**config.mk**
```make
export PLATFORM = sky130hd
export DESIGN_NAME = axis_image_pattern_src
export DESIGN_NICKNAME = d
export VERILOG_FILES = /design/src/rtl/axis_image_vip_config.sv /design/src/rtl/axis_src_pattern_gen.sv /design/src/rtl/axis_image_pattern_src.sv
export SDC_FILE = /design/constraint.sdc
export NUM_CORES = 1
export LEC_CHECK = 0
export CAP_MARGIN = 20
export CORE_MARGIN = 8
export CORE_UTILIZATION = 35
export DETAILED_ROUTE_END_ITERATION = 8
export MAX_ROUTING_LAYER = met4
export PLACE_DENSITY = 0.54
export SLEW_MARGIN = 20
export SYNTH_ARGS = -nofsm -noshare
export SYNTH_HDL_FRONTEND = slang
export SYNTH_HIERARCHICAL = 1
export SYNTH_SLANG_ARGS = --single-unit
```
**constraint.sdc**
```tcl
create_clock -name clk_i -period 6.4 [get_ports clk_i]
set_clock_uncertainty 0.1 [all_clocks]
set_input_delay 1.28 -clock clk_i [delete_from_list [all_inputs] [get_ports clk_i]]
set_output_delay 1.28 -clock clk_i [all_outputs]
set_load 0.005 [all_outputs]
```
**src/rtl/axis_image_vip_config.sv**
```systemverilog
// Shared configuration package for the AXI4-Stream image VIP.
// Holds the source pixel width, the test-pattern selector encoding, the
// pattern source FSM state encoding and the stall LFSR seed.
package axis_image_vip_config;

    // Bytes per pixel beat produced by the pattern source.
    localparam int SOURCE_BYTES = 1;

    // Seed for the optional idle-cycle LFSR in the pattern source.
    localparam logic [15:0] LFSR_SEED = 16'hACE1;

    typedef enum logic [1:0] {
        PAT_RAMP    = 2'd0,
        PAT_XOR     = 2'd1,
        PAT_FRAME   = 2'd2,
        PAT_CHECKER = 2'd3
    } pattern_e;

    typedef enum logic [1:0] {
        SRC_IDLE   = 2'd0,
        SRC_STREAM = 2'd1,
        SRC_DONE   = 2'd2
    } src_state_e;

endpackage

```
**src/rtl/axis_src_pattern_gen.sv**
```systemverilog
// Combinational pixel function for the image pattern source.
// Ports:
//   pattern_i : pattern selector (pattern_e)
//   x_i, y_i  : pixel column / line
//   f_i       : frame index
//   w_i       : line width in pixels
//   pixel_o   : pixel value, modulo 2^PIXEL_BITS
module axis_src_pattern_gen
    import axis_image_vip_config::*;
#(
    parameter int PIXEL_BITS     = SOURCE_BYTES * 8,
    parameter int X_BITS         = 13,
    parameter int Y_BITS         = 13,
    parameter int FRAME_CNT_BITS = 16
) (
    input  pattern_e                  pattern_i,
    input  logic [X_BITS-1:0]         x_i,
    input  logic [Y_BITS-1:0]         y_i,
    input  logic [FRAME_CNT_BITS-1:0] f_i,
    input  logic [X_BITS-1:0]         w_i,
    output logic [PIXEL_BITS-1:0]     pixel_o
);

    // Every operand is brought to PIXEL_BITS first: the ramp only needs its
    // value modulo 2^PIXEL_BITS, so the full-width product is never built.
    always_comb begin
        pixel_o = '0;
        case (pattern_i)
            PAT_RAMP:    pixel_o = (PIXEL_BITS'(y_i) * PIXEL_BITS'(w_i)) + PIXEL_BITS'(x_i);
            PAT_XOR:     pixel_o = PIXEL_BITS'(x_i) ^ PIXEL_BITS'(y_i);
            PAT_FRAME:   pixel_o = PIXEL_BITS'(f_i);
            PAT_CHECKER: pixel_o = (x_i[3] ^ y_i[3]) ? '1 : '0;
            default:     pixel_o = '0;
        endcase
    end

endmodule

```
**src/rtl/axis_image_pattern_src.sv**
```systemverilog
// AXI4-Stream test-pattern image source. Emits num_frames_i frames of
// width_i x height_i pixels, one beat per pixel; tuser marks start of
// frame, tlast marks end of line. num_frames_i == 0 streams forever.
// All outputs are registered; the next beat is precomputed so a beat is
// accepted and replaced in the same cycle.
//
// Optional build macro AXIS_SRC_STALL_EN: a 16-bit LFSR inserts single idle
// cycles after accepted beats (a presented beat is never withdrawn).
//
// Ports:
//   clk_i, rst_i       : clock, asynchronous active-high reset
//   start_i            : begin a run (only honoured in IDLE with nonzero size)
//   width_i, height_i  : frame size, sampled at start
//   num_frames_i       : frames per run, 0 = continuous, sampled at start
//   pattern_i          : pattern_e selector, sampled at start
//   axis_m_*           : AXI4-Stream master (data, valid, ready, last, user)
//   busy_o             : high whenever the FSM is not IDLE
//   done_o             : one-cycle pulse after the final beat is accepted
module axis_image_pattern_src
    import axis_image_vip_config::*;
#(
    parameter int PIXEL_BITS     = SOURCE_BYTES * 8,
    parameter int MAX_W          = 4096,
    parameter int MAX_H          = 4096,
    parameter int FRAME_CNT_BITS = 16
) (
    input  logic                          clk_i,
    input  logic                          rst_i,
    input  logic                          start_i,
    input  logic [$clog2(MAX_W+1)-1:0]    width_i,
    input  logic [$clog2(MAX_H+1)-1:0]    height_i,
    input  logic [FRAME_CNT_BITS-1:0]     num_frames_i,
    input  logic [1:0]                    pattern_i,
    output logic [PIXEL_BITS-1:0]         axis_m_data_o,
    output logic                          axis_m_valid_o,
    input  logic                          axis_m_ready_i,
    output logic                          axis_m_last_o,
    output logic                          axis_m_user_o,
    output logic                          busy_o,
    output logic                          done_o
);

    localparam int XW = $clog2(MAX_W + 1);
    localparam int YW = $clog2(MAX_H + 1);
    localparam int FB = FRAME_CNT_BITS;

    src_state_e           state_q, state_d;
    pattern_e             pat_q, pat_d;
    logic [XW-1:0]        w_q, w_d, x_q, x_d;
    logic [YW-1:0]        h_q, h_d, y_q, y_d;
    logic [FB-1:0]        nf_q, nf_d, f_q, f_d;
    logic                 valid_q, valid_d;
    logic [PIXEL_BITS-1:0] data_q, data_d;
    logic                 last_q, last_d;
    logic                 user_q, user_d;
    logic                 busy_q, busy_d;
    logic                 done_q, done_d;

    // Position and pattern of the beat that would be presented next.
    logic                 x_end, y_end;
    logic [XW-1:0]        nx, gen_w;
    logic [YW-1:0]        ny;
    logic [FB-1:0]        nfr;
    pattern_e             gen_pat;
    logic [PIXEL_BITS-1:0] gen_pix;
    logic                 next_user, next_last;
    logic                 accept, last_beat;
    logic                 stall;

`ifdef AXIS_SRC_STALL_EN
    logic [15:0] lfsr_q, lfsr_d;

    // Fibonacci LFSR, taps 16/14/13/11 (maximal length); free-running.
    always_comb begin
        lfsr_d = {lfsr_q[14:0], lfsr_q[15] ^ lfsr_q[13] ^ lfsr_q[12] ^ lfsr_q[10]};
    end

    always_ff @(posedge clk_i or posedge rst_i) begin
        if (rst_i) lfsr_q <= LFSR_SEED;
        else       lfsr_q <= lfsr_d;
    end

    assign stall = lfsr_q[0];
`else
    assign stall = 1'b0;
`endif

    // Next-position computation. In IDLE it points at pixel (0,0) of frame 0
    // using the live config inputs, so the first beat is ready on the cycle
    // after start_i.
    always_comb begin
        x_end   = (x_q == w_q - XW'(1));
        y_end   = (y_q == h_q - YW'(1));
        gen_pat = pat_q;
        gen_w   = w_q;
        nx      = x_end ? '0 : x_q + XW'(1);
        ny      = y_q;
        nfr     = f_q;
        if (x_end) begin
            ny = y_end ? '0 : y_q + YW'(1);
            if (y_end) nfr = f_q + FB'(1);  // wraps naturally in continuous mode
        end
        if (state_q == SRC_IDLE) begin
            gen_pat = pattern_e'(pattern_i);
            gen_w   = width_i;
            nx      = '0;
            ny      = '0;
            nfr     = '0;
        end
        next_user = (nx == '0) && (ny == '0);
        next_last = (nx == gen_w - XW'(1));
    end

    axis_src_pattern_gen #(
        .PIXEL_BITS    (PIXEL_BITS),
        .X_BITS        (XW),
        .Y_BITS        (YW),
        .FRAME_CNT_BITS(FB)
    ) u_gen (
        .pattern_i(gen_pat),
        .x_i      (nx),
        .y_i      (ny),
        .f_i      (nfr),
        .w_i      (gen_w),
        .pixel_o  (gen_pix)
    );

    // FSM next-state and registered-output logic.
    always_comb begin
        state_d   = state_q;
        pat_d     = pat_q;
        w_d       = w_q;
        h_d       = h_q;
        nf_d      = nf_q;
        x_d       = x_q;
        y_d       = y_q;
        f_d       = f_q;
        valid_d   = valid_q;
        data_d    = data_q;
        last_d    = last_q;
        user_d    = user_q;
        done_d    = 1'b0;
        accept    = valid_q && axis_m_ready_i;
        last_beat = x_end && y_end && (nf_q != '0) && (f_q == nf_q - FB'(1));

        case (state_q)
            SRC_IDLE: begin
                if (start_i && (width_i != '0) && (height_i != '0)) begin
                    state_d = SRC_STREAM;
                    pat_d   = pattern_e'(pattern_i);
                    w_d     = width_i;
                    h_d     = height_i;
                    nf_d    = num_frames_i;
                    x_d     = '0;
                    y_d     = '0;
                    f_d     = '0;
                    valid_d = 1'b1;
                    data_d  = gen_pix;
                    last_d  = next_last;
                    user_d  = next_user;
                end
            end
            SRC_STREAM: begin
                if (accept) begin
                    if (last_beat) begin
                        state_d = SRC_DONE;
                        valid_d = 1'b0;
                        data_d  = '0;
                        last_d  = 1'b0;
                        user_d  = 1'b0;
                        done_d  = 1'b1;
                    end else begin
                        x_d     = nx;
                        y_d     = ny;
                        f_d     = nfr;
                        data_d  = gen_pix;
                        last_d  = next_last;
                        user_d  = next_user;
                        // An idle cycle may only follow an accepted beat.
                        valid_d = !stall;
                    end
                end else if (!valid_q) begin
                    // Idle cycle over: present the already-loaded beat.
                    valid_d = 1'b1;
                end
            end
            SRC_DONE: begin
                state_d = SRC_IDLE;
            end
            default: begin
                state_d = SRC_IDLE;
            end
        endcase

        busy_d = (state_d != SRC_IDLE);
    end

    always_ff @(posedge clk_i or posedge rst_i) begin
        if (rst_i) begin
            state_q <= SRC_IDLE;
            pat_q   <= PAT_RAMP;
            w_q     <= '0;
            h_q     <= '0;
            nf_q    <= '0;
            x_q     <= '0;
            y_q     <= '0;
            f_q     <= '0;
            valid_q <= 1'b0;
            data_q  <= '0;
            last_q  <= 1'b0;
            user_q  <= 1'b0;
            busy_q  <= 1'b0;
            done_q  <= 1'b0;
        end else begin
            state_q <= state_d;
            pat_q   <= pat_d;
            w_q     <= w_d;
            h_q     <= h_d;
            nf_q    <= nf_d;
            x_q     <= x_d;
            y_q     <= y_d;
            f_q     <= f_d;
            valid_q <= valid_d;
            data_q  <= data_d;
            last_q  <= last_d;
            user_q  <= user_d;
            busy_q  <= busy_d;
            done_q  <= done_d;
        end
    end

    assign axis_m_data_o  = data_q;
    assign axis_m_valid_o = valid_q;
    assign axis_m_last_o  = last_q;
    assign axis_m_user_o  = user_q;
    assign busy_o         = busy_q;
    assign done_o         = done_q;

endmodule

```
Yosys cells after proc, flatten, opt, wreduce, memory -nomap -nowiden:

Index checks and enable logic that the tools add are counted.

* bits in registers: 101
* input port bits: 48
* output and inout bits: 13
* word-level logic and storage cells: 106

* $add $sub $neg: 8
* $mul: 1
* eq/ne operators: 11
* multiplexer cells: 46
* bitwise gates (word level): 2
* reduce and logical (&&, ||, !) cells: 23

Operator list (number)
* 2-to-1 mux 13 bit: 11
* 2-to-1 mux 16 bit: 6
* case mux 13 bit (2 select lines): 2
* == test 13 bit: 3
* subtractor 13 x 1 -> 13 bit, second input constant: 3
* 2-to-1 mux 8 bit: 4
* case mux 16 bit (2 select lines): 1
* case mux 8 bit (4 select lines): 1
* adder 13 x 1 -> 13 bit, second input constant: 2
* logical NOT 13 bit: 2
* nonzero test 13 bit: 2
* adder 16 x 1 -> 16 bit, second input constant: 1
* == test 16 bit: 1
* case mux 8 bit (2 select lines): 1
* nonzero test 16 bit: 1
* subtractor 16 x 1 -> 16 bit, second input constant: 1
* 2-to-1 mux 1 bit: 12
* adder 8 bit: 1
* multiplier 8 x 8 -> 8 bit: 1
* 2-to-1 mux 2 bit: 4
* nonzero test 2 bit: 4
* bitwise XOR 8 bit: 1
* logical AND 1 bit: 7
* case mux 1 bit (2 select lines): 3
* other kinds (11): 16

Longest topological paths before layout:

* depth in word-level cells: 11
* depth in mapped cells: 33
* gate-level depth less buffers: 31

Hierarchy:

The synthesis kept the hierarchy.

Modules (own cells, without submodules)
* axis_image_pattern_src: instances 1, cells each 911, area each 7722.4 um^2, seq. area each 2527.4 um^2
* axis_src_pattern_gen: instances 1, cells each 163, area each 1333.8 um^2, seq. area each 0.0 um^2

Worst setup path before layout:

OpenSTA, ideal clock, no wires.

* kind: register to register
* start point: register h_q[0]
* end point: register data_q[7] (netlist: axis_m_data_o[7])
* setup time: 83 ps
* arrival time: 6434 ps
* data required time: 6217 ps
* setup slack: -216 ps
* cell stages (with the launch flop): 28
* path buffers: 2
* clock period less this slack: 6616 ps
* cells stage by stage: dfrtp_1 -> buf_6 -> inv_1 -> ha_1 -> or4b_2 -> or4_1 -> a21oi_1 -> a21bo_2 -> nor4b_1 -> nand3_1 -> nand2_1 -> clkbuf_1 -> nor2_1 -> nand2_1 -> fa_1 -> fa_1 -> inv_1 -> fa_1 -> inv_1 -> fa_1 -> inv_1 -> ha_1 -> a21oi_1 -> xnor2_1 -> xnor2_1 -> o311ai_2 -> inv_1 -> o21ai_0

* cells in the longest elaborated chain, start to end: 11
* elaborated cells on any way between the ends: 21
* those cells by class: add/sub (2); mul (1); eq/ne (1); mux (12); bitwise (2); reduce/logical (3)

Ends and longest elaborated chain
* from (decl): RTL line axis_image_pattern_src.sv:50 `logic [YW-1:0] h_q, h_d, y_q, y_d;`
* from (signal assigned): RTL line axis_image_pattern_src.sv:203 `h_q <= '0;`
* from (signal assigned): RTL line axis_image_pattern_src.sv:218 `h_q <= h_d;`
* subtractor 13 x 1 -> 13 bit *: RTL line axis_image_pattern_src.sv:93 `y_end = (y_q == h_q - YW'(1));`
* == test 13 bit *: RTL line axis_image_pattern_src.sv:93
* 2-to-1 mux 13 bit *: RTL line axis_image_pattern_src.sv:100 `ny = y_end ? '0 : y_q + YW'(1);`
* 2-to-1 mux 13 bit *: RTL line axis_image_pattern_src.sv:99 `if (x_end) begin`
* 2-to-1 mux 13 bit *: RTL line axis_image_pattern_src.sv:103 `if (state_q == SRC_IDLE) begin`
* via ny[5]: RTL line axis_image_pattern_src.sv:62 `logic [YW-1:0] ny;`
* multiplier 8 x 8 -> 8 bit *: RTL line axis_src_pattern_gen.sv:29 `PAT_RAMP: pixel_o = (PIXEL_BITS'(y_i) * PIXEL_BITS'(w_i)) + PIXEL_BITS'(x_i);`
* adder 8 bit *: RTL line axis_src_pattern_gen.sv:29
* case mux 8 bit (4 select lines) *: RTL line axis_src_pattern_gen.sv:28 `case (pattern_i)`
* via gen_pix[7]: RTL line axis_image_pattern_src.sv:65 `logic [PIXEL_BITS-1:0] gen_pix;`
* 2-to-1 mux 8 bit: RTL line axis_image_pattern_src.sv:165 `if (last_beat) begin`
* 2-to-1 mux 8 bit: RTL line axis_image_pattern_src.sv:164 `if (accept) begin`
* case mux 8 bit (2 select lines) *: RTL line axis_image_pattern_src.sv:146 `case (state_q)`
* to (signal assigned): RTL line axis_image_pattern_src.sv:224 `data_q <= data_d;`
* to (decl): RTL line axis_image_pattern_src.sv:53 `logic [PIXEL_BITS-1:0] data_q, data_d;`

Mark *: on every way through the listed nets, which the timed path passes. The rest lies on a longest branch. The select of a mux whose other input is x is not followed.
A chain may end at the register's enable or synchronous reset.

Worst setup path in the final report:

* start point: register h_q[0]
* end point: register data_q[6] (netlist: axis_m_data_o[6])

* cells in the longest elaborated chain, start to end: 11
* elaborated cells on any way between the ends: 21
* those cells by class: add/sub (2); mul (1); eq/ne (1); mux (12); bitwise (2); reduce/logical (3)

Ends and longest elaborated chain (RTL line)
* subtractor 13 x 1 -> 13 bit *: axis_image_pattern_src.sv:93
* == test 13 bit *: axis_image_pattern_src.sv:93
* 2-to-1 mux 13 bit *: axis_image_pattern_src.sv:100
* 2-to-1 mux 13 bit *: axis_image_pattern_src.sv:99
* 2-to-1 mux 13 bit *: axis_image_pattern_src.sv:103
* via ny[3]: axis_image_pattern_src.sv:62
* multiplier 8 x 8 -> 8 bit / bitwise XOR 1 bit (equally long branches): axis_src_pattern_gen.sv:29, axis_src_pattern_gen.sv:32
* adder 8 bit / 2-to-1 mux 8 bit (equally long branches): axis_src_pattern_gen.sv:29, axis_src_pattern_gen.sv:32
* case mux 8 bit (4 select lines) *: axis_src_pattern_gen.sv:28
* via gen_pix[6]: axis_image_pattern_src.sv:65
* 2-to-1 mux 8 bit: axis_image_pattern_src.sv:165
* 2-to-1 mux 8 bit: axis_image_pattern_src.sv:164
* case mux 8 bit (2 select lines) *: axis_image_pattern_src.sv:146

Marked as above.

==> parameters.txt <==
Parameter                              Value

Run status
  Result of the run    completed

Synth
  Number of warning messages in the yosys log    6
  Post-synthesis instance total    1050
  Synthesized net count    1141
  Area of the mapped netlist    0.00893 mm2
  Per-instance average area after synthesis    8.50 um2

Clocking
  Clock buffer count from CTS    9
  Number of sinks on the clock net    101
  CTS tree    built
  Clk_lat worst skew    0.36 ns
  Total number of H-tree levels    3
  Clock transition at path regs    0.07 ns
  Clock Root Buffer    sky130_fd_sc_hd__clkbuf_16
  Buffer depth of the longest clock path    2

Critical path
  Data required time of the worst path    6.55 ns
  Startpoint types    register
  Start-to-end type of the worst setup path    reg -> reg
  Critical Path Fanout Max    7
  Data arrival time at the worst-slack endpoint    6.30 ns
  Crit path capture type    register

Global routing
  Number of global-route vias before repair    7649
  First-pass GRT wire length    43000 um
  Global Route Usage Sum    17.9%
  GR Overflow Total    0
  Initial antenna violation count    0
  Pin count of the biggest net entering global routing    64

Timing
  Final worst-path cycle share    96.2%
  Final count of pins violating max slew    0
  Relative slew slack    45.7%
  Number of failing hold endpoints at the final stage    0
  Setup WS post-layout    0.244 ns
  Least-Margin Pin Slew    0.814 ns
  Setup repair after global routing missed its margin    yes
  Post-route minimum period    6.16 ns
  Highest achievable clock rate    162 MHz
  Total of endpoints with negative setup slack in the final report    0

Placement
  Pre-CTS setup slack    -0.150 ns
  RePlAce Congestion    0.908
  Cell area after placement    0.0102 mm2
  Count of buffers inserted at the top-level ports    60
  Detailed-placement wirelength estimate    20500 um
  Instance count after placement with tap cells included    1438

Route
  Residual DRC    0
  Count of antenna-violating nets left after detailed routing    0
  First drt pass iteration count    7
  Via density    5.42
  Detailed-route wire length per cell    18.4 um
  First DRT Iteration DRCs    542
  WL final    26900 um
  Number of vias in the routed layout    7924

Floorplan
  Chip width    176 um
  Initial standard-cell utilization of the core    35.5%
  Die Y    176 um
  I/O pin count    61
  Cell row count    58
  Die ar.    0.0309 mm2
  Area of the placeable core    0.0251 mm2

Job
  Maximum Capacitance Violations    0

Cells and area
  Number of diodes added for antenna fixing    0
  Final cell area excluding filler cells    0.0108 mm2
  Most common cell after layout, fill and taps aside    sky130_fd_sc_hd__nand2_1
  Fraction of layout cells with a size suffix above 1    18.7%
  Layout overhead on the synthesized area    20.5%
  NumNets Final    1217
  Non-Filler Instances    1461
  Highest-count cells in the layout ignoring fill and taps    125 x sky130_fd_sc_hd__nand2_1, 101 x sky130_fd_sc_hd__dfrtp_1, 76 x sky130_fd_sc_hd__xnor2_1

Worst hold path
  Type of the tightest min-delay check    reg -> reg

Power and ir drop
  Design internal power    1190 uW
  Switching power as a share of total power    30.4%
  Pwr/cell area    159 mW/mm2
  P_leak    0.00470 uW
  Maximum resistive drop on vdd    110 uV
  Proportion of power drawn by the clock network    36.5%
  Sequential group share of total power    40.8%
  Comb power frac    22.7%
  Sw Pwr    519 uW
==> critical path, stage by stage (launching register included) <==
cell and delay [ns]:
sky130_fd_sc_hd__dfrtp_1 0.38, sky130_fd_sc_hd__buf_4 0.16, sky130_fd_sc_hd__or4_4 0.53, sky130_fd_sc_hd__or3_4 0.35, sky130_fd_sc_hd__a2111oi_4 0.35, sky130_fd_sc_hd__nand3_2 0.14, sky130_fd_sc_hd__nor4b_4 0.35, sky130_fd_sc_hd__nand3_2 0.18
sky130_fd_sc_hd__nand2_4 0.17, sky130_fd_sc_hd__buf_6 0.12, sky130_fd_sc_hd__nor2_4 0.04, sky130_fd_sc_hd__nand2_1 0.09, sky130_fd_sc_hd__fa_1 0.42, sky130_fd_sc_hd__inv_2 0.07, sky130_fd_sc_hd__fa_1 0.41, sky130_fd_sc_hd__ha_1 0.29
sky130_fd_sc_hd__inv_1 0.05, sky130_fd_sc_hd__fa_1 0.55, sky130_fd_sc_hd__inv_1 0.05, sky130_fd_sc_hd__ha_1 0.26, sky130_fd_sc_hd__a21o_1 0.19, sky130_fd_sc_hd__a21oi_2 0.14, sky130_fd_sc_hd__xnor2_1 0.07, sky130_fd_sc_hd__mux4_2 0.44
sky130_fd_sc_hd__inv_1 0.06, sky130_fd_sc_hd__o21ai_0 0.07
==> sequential cells by signal, summed over array words and instances, names as in the netlist <==
name,flops
x_q,13
nf_q,16
state_q,2
axis_m_user_o,1
pat_q,2
busy_o,1
f_q,16
w_q,13
y_q,13
h_q,13
done_o,1
axis_m_valid_o,1
axis_m_data_o,8
axis_m_last_o,1
==> worst paths after layout <==
kind | startpoint | end | slack [ns] | cells after the start
min in group asynchronous | rst_i | h_q[8]$_DFFE_PP0P_ | 1.34 | 2
min reg2reg | axis_m_data_o[2]$_DFFE_PP0P_ | axis_m_data_o[2]$_DFFE_PP0P_ | 0.39 | 2
max in group asynchronous | rst_i | state_q[1]$_DFF_PP0_ | 3.80 | 3
min | axis_m_data_o[2]$_DFFE_PP0P_ | axis_m_data_o[2]$_DFFE_PP0P_ | 0.39 | 2
max reg2reg | h_q[0]$_DFFE_PP0P_ | axis_m_data_o[6]$_DFFE_PP0P_ | 0.24 | 25
max | h_q[0]$_DFFE_PP0P_ | axis_m_data_o[6]$_DFFE_PP0P_ | 0.24 | 25
==> metal layers <==
metal | GRT usage [%] | up-vias | share of wire (%) | wire (um)
li1 | - | 3851 | - | -
met1 | 24.8 | 3843 | 48 | 12900
met2 | 26.3 | 191 | 45 | 12100
met3 | 2.40 | 39 | 4.5 | 1200
met4 | 6.46 | 0 | 2.6 | 692
met5 | - | - | 0 | 0
==> power by group through the flow <==
stage | Clock [uW] | Sequential, uW | Combinational (uW)
detailed placement | 0 | 708 | 384
finish | 623 | 696 | 388
floorplan | 0 | 692 | 242
global placement | 0 | 708 | 378
CTS | 641 | 696 | 388
global route | 655 | 699 | 432
==> cell type report <==
type	instances	area [um2]
fill	2533	14400
multi-input combinational	810	6060
sequential	101	2530
timing repair buffer	132	1160
tap	330	413
inverter	72	275
clock buffer	9	225
clock inverter	7	97.6
==> what timing repair did <==
action,CTS,global route
hold buffers,0,0
pin swaps,2,21
buffers inserted,1,6
endpoints found under the setup margin,3,4
resized for setup,7,40
cloned,0,0
==> per-stage QoR <==
step           hold WS (ns)  TNS, ns  power [uW]  util, %
6_report              0.387        0        1710     42.8
5_1_grt               0.410   -0.133        1790     42.8
4_1_cts               0.389        0        1720     42.0
3_5_place_dp          0.371   -0.224        1090     40.6
3_3_place_gp          0.362        0        1090     40.5
2_1_floorplan         0.349        0         935        -
(Power assumes the default switching activity.)
